$ cat config.mk
export PLATFORM = sky130hd
export DESIGN_NAME = fb_swap_sequencer
export DESIGN_NICKNAME = d
export VERILOG_FILES = /design/src/rtl/fb_swap_sequencer.sv
export SDC_FILE = /design/constraint.sdc
export NUM_CORES = 1
export LEC_CHECK = 0
export ABC_AREA = 0
export CORE_MARGIN = 3
export CORE_UTILIZATION = 40
export CTS_CLUSTER_DIAMETER = 200
export CTS_CLUSTER_SIZE = 30
export DETAILED_ROUTE_END_ITERATION = 8
export GPL_ROUTABILITY_DRIVEN = 0
export PLACE_DENSITY = 0.71
export SLEW_MARGIN = 20
export SYNTH_ARGS = -nofsm -noshare
export SYNTH_HDL_FRONTEND = slang
export SYNTH_SLANG_ARGS = --single-unit
$ cat constraint.sdc
create_clock -name aclk -period 1.63 [get_ports aclk]
set_input_delay 0.489 -clock aclk [delete_from_list [all_inputs] [get_ports aclk]]
set_output_delay 0.489 -clock aclk [all_outputs]
set_load 0.1 [all_outputs]
$ cat src/rtl/fb_swap_sequencer.sv
// fb_swap_sequencer: double-buffer swap controller driving the scanout swap/swapped handshake,
// optionally aligned to frame_start, with per-phase watchdog and displayed-buffer tracking.
module fb_swap_sequencer #(
  parameter logic [31:0] FB_ADDR_DEFAULT = 32'h01E00000,
  parameter int ADDR_ALIGN_BITS = 12,
  parameter int TIMEOUT_CYCLES = 2000000
) (
  input  logic        aclk,
  input  logic        resetn,
  input  logic        s_swap_valid,
  output logic        s_swap_ready,
  input  logic [31:0] s_swap_addr,
  input  logic        s_swap_vsync,
  input  logic        frame_start,
  output logic        dvi_swap,
  output logic [31:0] dvi_fb_addr,
  output logic        dvi_enable_vsync,
  input  logic        dvi_swapped,
  output logic [31:0] front_addr,
  output logic        swap_done,
  output logic        swap_error,
  output logic [15:0] swap_count
);
  typedef enum logic [1:0] {IDLE, WAIT_FRAME, REQ, RELEASE} state_t;
  localparam logic [23:0] TMAX = 24'(TIMEOUT_CYCLES - 1);
  state_t state;
  logic [23:0] timer;
  logic accept, aligned, timeout;
  assign s_swap_ready = (state == IDLE) && dvi_swapped;
  assign accept = s_swap_valid && s_swap_ready;
  assign aligned = s_swap_addr[ADDR_ALIGN_BITS-1:0] == '0;
  assign timeout = timer == TMAX;
  // timer defaults to zero so it clears on every state entry and only runs in REQ/RELEASE
  always_ff @(posedge aclk)
    if (!resetn) begin
      state <= IDLE;
      timer <= '0;
      dvi_swap <= 1'b0;
      dvi_fb_addr <= FB_ADDR_DEFAULT;
      dvi_enable_vsync <= 1'b0;
      front_addr <= FB_ADDR_DEFAULT;
      swap_done <= 1'b0;
      swap_error <= 1'b0;
      swap_count <= '0;
    end else begin
      swap_done <= 1'b0;
      swap_error <= 1'b0;
      timer <= '0;
      unique case (state)
        IDLE: if (accept) begin
          dvi_fb_addr <= s_swap_addr;
          dvi_enable_vsync <= s_swap_vsync;
          if (!aligned) swap_error <= 1'b1;
          else if (s_swap_vsync) state <= WAIT_FRAME;
          else begin
            state <= REQ;
            dvi_swap <= 1'b1;
          end
        end
        WAIT_FRAME: if (frame_start) begin
          state <= REQ;
          dvi_swap <= 1'b1;
        end
        REQ: if (!dvi_swapped) begin
          state <= RELEASE;
          dvi_swap <= 1'b0;
        end else if (timeout) begin
          state <= IDLE;
          dvi_swap <= 1'b0;
          swap_error <= 1'b1;
        end else timer <= timer + 24'd1;
        RELEASE: if (dvi_swapped) begin
          state <= IDLE;
          front_addr <= dvi_fb_addr;
          swap_done <= 1'b1;
          swap_count <= swap_count + 16'd1;
        end else if (timeout) begin
          state <= IDLE;
          swap_error <= 1'b1;
        end else timer <= timer + 24'd1;
      endcase
    end
endmodule

==> results of run 1 <==
-- repair_timing --
item                                    in CTS  in global routing
hold endpoints to repair                     0                  0
buffers inserted                             1                  4
pin swaps                                    8                 21
gates resized for setup                     29                 41
gates cloned                                 0                  1
endpoints found under the setup margin      36                 35
-- Yosys cell counts, types with 4 or more instances --
master and number:
or4_1 10, nand2_1 146, a21oi_1 74, clkbuf_1 17, or3_1 9, nor2_1 30
and3_1 8, dfxtp_1 110, and2_1 4, buf_2 11, nand3_1 20, o21ai_0 11
and4_1 7, nand4_1 16, inv_1 4, buf_4 5, o31ai_1 9, xor2_1 20
-- area by class of cell --
class,instances,area (um2),share of cell area
repair buffers,175,2570,0.344
clock buffers,10,149,0.0200
flip-flops and latches,110,2270,0.304
inverters,4,15.0,0.00201
clock inverters,6,63.8,0.00855
well taps,136,170,0.0228
multi-input cells,387,2220,0.298
-- worst register-to-register path, stage by stage, from the launching register on --
cell and delay (ns):
dfxtp_2 0.34, buf_6 0.12, buf_4 0.16, nand4bb_4 0.23
nor4_4 0.38, o31ai_2 0.12, nor3b_1 0.19
-- power breakdown --
| part | internal (mW) | switching [mW] |
|---|---|---|
| clock | 0.689 | 0.999 |
| combinational | 0.291 | 0.450 |
| sequential | 2.70 | 0.0523 |
| total | 3.68 | 1.50 |
-- sequential cells by signal, summed over array words and instances, names as in the netlist --
register and cells:
timer 24, swap_count 16, dvi_enable_vsync 1, swap_done 1, dvi_swap 1, front_addr 32
swap_error 1, state 2, dvi_fb_addr 32
-- logic make-up (layout without fill, tap and decap cells) --
kind of cell	after synthesis	in the layout	synth area share
flip-flops	110	110	0.498
adder cells (fa/ha/maj)	2	2	0.00566
multiplexers	1	1	0.00226
AND/OR/NAND/NOR	263	263	0.287
XOR/XNOR	23	23	0.0456
buffers and inverters	38	195	0.0413
AO/OA/AOI/OAI	98	98	0.120
-- final timing paths --
path,startpoint,to,slack (ns),cells after the start
setup / recovery,state[1],s_swap_ready,-0.13,3
hold / removal,s_swap_addr[10],dvi_fb_addr[10],0.42,3
setup reg to reg,state[1],state[0],0.02,6
hold reg to reg,front_addr[15],front_addr[15],0.50,2
-- cell usage in the layout (no fill, tap or decap), types with 4 or more instances in the layout --
| cell type | instances |
|---|---|
| a21oi_1 | 66 |
| a21oi_2 | 8 |
| and2_1 | 4 |
| and3_1 | 5 |
| and4_1 | 4 |
| buf_12 | 91 |
| buf_4 | 42 |
| buf_6 | 4 |
| clkbuf_8 | 9 |
| clkdlybuf4s50_1 | 25 |
| dfxtp_1 | 83 |
| dfxtp_2 | 13 |
| dfxtp_4 | 14 |
| dlygate4sd2_1 | 10 |
| nand2_1 | 146 |
| nand3_1 | 19 |
| nand4_1 | 16 |
| nor2_1 | 30 |
| o21ai_0 | 8 |
| o31ai_1 | 8 |
| or3_1 | 6 |
| or4_1 | 4 |
| or4_4 | 6 |
| xor2_1 | 20 |
-- per-stage QoR --
step	setup TNS [ns]	util	setup WS, ns
floorplan	-17.41	-	-0.516
global placement	-39.14	0.665	-0.546
detailed placement	-41.34	0.665	-0.559
CTS	-0.140	0.688	-0.140
global route	-0.422	0.707	-0.178
finish	-0.126	0.707	-0.126
-- routing by layer --
metal,global-route usage,share of wire,vias up,wire length (um)
met2,0.348,0.50,119,6680
met1,0.258,0.42,2057,5600
met4,0.0543,0.014,0,181
li1,-,-,2142,-
met3,0.0579,0.060,13,793
met5,0,0,-,0
==> run metrics, run 1 <==
status finished, violations left; violated checks setup timing; Distinct cells, synth 36; top cell type's share of synthesized area 0.498; Die X 111 um; critical path fanouts, max 2; fraction of registers with async set/reset 0; CTS Sinks 110; clock root buffer clkbuf_8; # fillers 780; Tmin final 1.76 ns; Post-Place Cell Area 7010 um2; count of final setup violators 1; worst vdd ir 0.583 mV; 1st-pass router iterations 4; via count 4331; post-synthesis cell area 4420 um2; Tcrit/Tclk final 1.08; Yosys reg bits 110; crit path launch type register; routed vias/inst 5.23; P per Cell Area 695 nW/um2; Die Y 111 um; RSZ-0062 raised after global routing yes; Synth warnings 0; dpl cells 807; fin area 7460 um2; I/O Pins 123; cts-stage hold buffer count 0; largest net degree at the start of global routing 37; Crit Path Category reg2out; wire per inst 16.0 um; initial drt markers 238; Tot Pwr 5.18 mW; Antenna Nets Post-Route 0; critical path's largest stage delay 0.34 ns; # port buffers 122; Max Slew Vio Count 0; full die area 12300 um2; highest clock rate 0.570 GHz; CORE AREA 10600 um2; CP Cell Sequence buf_6 -> nor3b_4 -> buf_12; Post-synth EDFFs 0; Post-Syn Instances 535; Inserted Clock Buffers 9; WHS 0.418 ns; share of cells above drive strength 1 0.319; Arrival @ worst endpoint 1.27 ns; relative slew slack 0.752; min setup slack post-route -0.126 ns; crit-path leading delay family flip-flops; clk_lat worst skew 0.38 ns; crit path buf inv count 2; initial antenna violation count 0; CTS tree yes; top cells by area, synth dfxtp_1 50%, nand2_1 12%, a21oi_1 8.4%, xor2_1 4.0%, nor2_1 2.5%; GRT Residual Overflow 0; Post-Syn Area per Cell 8.26 um2; # DRC 0; Hold Path Class in2reg; clk slew on worst S/H paths 0.11 ns; CP max stage cell dfxtp_2; # Max-Cap Violations 0; first-pass GRT wire length 20.9 mm; Worst-Margin Slew 0.368 ns; crit end category output port; final hold vios 0; dominant synthesized flop cell dfxtp_1; post-DP HPWL 9.52 mm; Synth area leader dfxtp_1; Layout Skew 0.00570 ns; Area growth syn-to-layout 68.8%; Non-Filler Instances 828; syn_nets 575; diodes inserted 0; net count reported at finish 727; Clock H-tree levels 3; number of global-route vias before repair 4238; starting density of the core 0.419; total wire length 13.3 mm; Rows 37; leakage power 2.77 nW; Tot GR Track Use 0.206; Max clock buf depth 2; worst path required time 1.14 ns; register area share after synthesis 0.498
(Power assumes the default switching activity.)
==> run 2, diff against run 1 <==
Settings changed: PLACE_DENSITY 0.71 to 0.69.
Clock period 1.63 ns to 1.7 ns, I/O delays scaled along.
==> run 2 against run 1 <==
The flow still finishes with violations (setup timing). Via count down 0.90%. Hold slack improved by 0.010 ns. Sequential power fell by 4%. Clock skew rose by 0.0090 ns. Register-to-register slack about the same.
==> run metrics, run 2 (synthesis gave the netlist of run 1 again) <==
status finished, violations left; violated checks setup timing; clk_lat worst skew 0.37 ns (about the same); Die Y 111 um (unchanged); internal power 3.43 mW (-6.8%); CORE AREA 10600 um2 (unchanged); Layout Skew 0.0147 ns (+0.00895 ns); CP max stage cell nor3b_4; net count reported at finish 728 (+0.14%); 1st-pass router iterations 4 (unchanged); Crit Path Category in2out; Psw 1.37 mW (-9.1%); starting density of the core 0.419 (unchanged); Area growth syn-to-layout 66.5%; commonest cells after routing, fill and taps aside 145 x nand2_1, 93 x buf_12, 90 x dfxtp_1; Rows 37 (unchanged); full die area 12300 um2 (unchanged); Hold Crit Depth 3 (unchanged); initial antenna violation count 0 (unchanged); multi-input logic area 2170 um2 (-2.4%); crit path launch type input port; Tmin final 1.76 ns; clock root buffer clkbuf_8; I/O Pins 123 (unchanged); WHS 0.428 ns (+0.0100 ns); Inserted Clock Buffers 9 (unchanged); routed vias/inst 5.18 (-1.0%); # DRC 0 (unchanged); number of global-route vias before repair 4290 (+1.2%); post-DP HPWL 9.43 mm (-0.96%); # Max-Cap Violations 0 (unchanged); CTS Sinks 110 (unchanged); Hold Path Class in2reg; min setup slack post-route -0.0640 ns (+0.0616 ns); # fillers 810 (+3.8%); critical path's largest stage delay 0.31 ns (-0.03 ns); cts-stage hold buffer count 0 (unchanged); count of final setup violators 1 (unchanged); largest net degree at the start of global routing 34 (-8.1%); Critical R2R Launch timer[16]; dpl cells 807 (unchanged); Non-Filler Instances 829 (+0.12%); Die X 111 um (unchanged); critical path fanouts, max 4 (+2); P per Cell Area 652 nW/um2 (-6.2%); worst vdd ir 0.419 mV (-28%); crit path buf inv count 2 (unchanged); CTS tree yes; total wire length 12.5 mm (-5.5%); Arrival @ worst endpoint 1.25 ns (-0.02 ns); diodes inserted 0 (unchanged); Largest regs dvi_fb_addr: 32 flops, front_addr: 32 flops, timer: 24 flops; wire per inst 15.1 um (-5.6%); Min-Delay Endpoint dvi_fb_addr[7]; leakage power 2.74 nW (-0.85%); register area 2260 um2 (-0.61%); crit-path leading delay family buffers and inverters; startpoint of the worst hold path s_swap_addr[7]; # port buffers 122 (unchanged); clk slew on worst S/H paths 0.11 ns (about the same); Crit. path cell count 3 (unchanged); reg2reg setup slack 0.02 ns (about the same); clock network power share 0.300 (-0.026); R2R depth 5 (-1); relative slew slack 0.692 (-0.0605); highest clock rate 0.567 GHz; Max clock buf depth 2 (unchanged); RSZ-0062 raised after global routing yes; switching share of power 0.285 (-0.00503); Tcrit/Tclk final 1.04; reg-to-reg endpoint timer[4]; Max Slew Vio Count 0 (unchanged); GRT Residual Overflow 0 (unchanged); initial drt markers 256 (+7.6%); first-pass GRT wire length 20.5 mm (-2.2%); Tot GR Track Use 0.198 (-0.00713); share of cells above drive strength 1 0.290 (-0.0293); Comb pwr share 0.149 (+0.006); Worst-Margin Slew 0.457 ns (+0.0887 ns); final hold vios 0 (unchanged); via count 4292 (-0.90%); worst path required time 1.19 ns (+0.05 ns); CP Cell Sequence clkdlybuf4s15_2 -> nor3b_4 -> buf_12; Antenna Nets Post-Route 0 (unchanged); Clock H-tree levels 3 (unchanged); crit end category output port; commonest non-fill, non-tap cell in the layout nand2_1; Seq pwr share 0.551 (+0.020)
==> run 2: changes by cell type in the layout (fill, tap and decap cells not counted), moves of 5 or more <==
cell,previous run,this run
dfxtp_1,83,90
a21oi_1,66,73
dfxtp_2,13,8
a21oi_2,8,1
==> run 2: power groups by stage <==
stage | registers, mW | logic [mW] | clock network (mW)
2_1_floorplan | 2.96 | 0.127 | 0
3_3_place_gp | 2.71 | 0.714 | 0
3_5_place_dp | 2.71 | 0.723 | 0
4_1_cts | 2.65 | 0.715 | 1.48
5_1_grt | 2.65 | 0.744 | 1.58
6_report | 2.64 | 0.717 | 1.44
==> run 2: per-stage QoR <==
stage	power [mW]	TNS [ns]	setup WS, ns	instance area, um2	util
after floorplan	3.09	-15.58	-0.468	4530	-
after global placement	3.42	-27.72	-0.506	7040	0.667
after detailed placement	3.43	-34.78	-0.581	7040	0.667
after CTS	4.84	-0.0614	-0.0614	7230	0.685
after global routing	4.98	-0.888	-0.0920	7360	0.697
final	4.80	-0.0640	-0.0640	7360	0.697
==> run 2: layer usage <==
layer / wire length [um] / GRT usage / vias to the layer above / share of wire
met3: 628 / 0.0459 / 14 / 0.050
met1: 5140 / 0.231 / 2036 / 0.41
met2: 6570 / 0.361 / 104 / 0.52
met4: 197 / 0.0592 / 0 / 0.016
met5: 0 / 0 / - / 0
li1: - / - / 2138 / -
==> run 2: what timing repair did <==
item                       CTS  global route
buffers inserted             1             5
cloned                       0             0
pin swaps                    7             9
resized for setup           23            20
setup endpoints to repair   26            19
==> run 2: final cells by class <==
type,count,area share
Timing Repair Buffer,176,0.350
Sequential cell,110,0.307
Multi-Input combinational cell,387,0.295
Tap cell,136,0.0231
Clock buffer,11,0.0179
Clock inverter,5,0.00561
Inverter,4,0.00204
==> run 2: worst max-delay path by stage <==
| stage | startpoint | slack, ns | endpoint |
|---|---|---|---|
| 5_1_grt | state[1] | -0.09 | s_swap_ready |
| 6_report | dvi_swapped | -0.06 | s_swap_ready |
| 4_1_cts | state[0] | -0.06 | s_swap_ready |
| 3_5_place_dp | s_swap_addr[3] | -0.58 | state[0] |
| 2_1_floorplan | dvi_swapped | -0.47 | dvi_fb_addr[10] |
| 3_3_place_gp | s_swap_addr[3] | -0.51 | state[1] |
==> run 2: worst register-to-register path, cell delays in order (launching register included) <==
cell	delay [ns]
dfxtp_1	0.37
nor4b_4	0.35
nand4_1	0.20
o31ai_4	0.35
buf_4	0.25
nor2_1	0.07
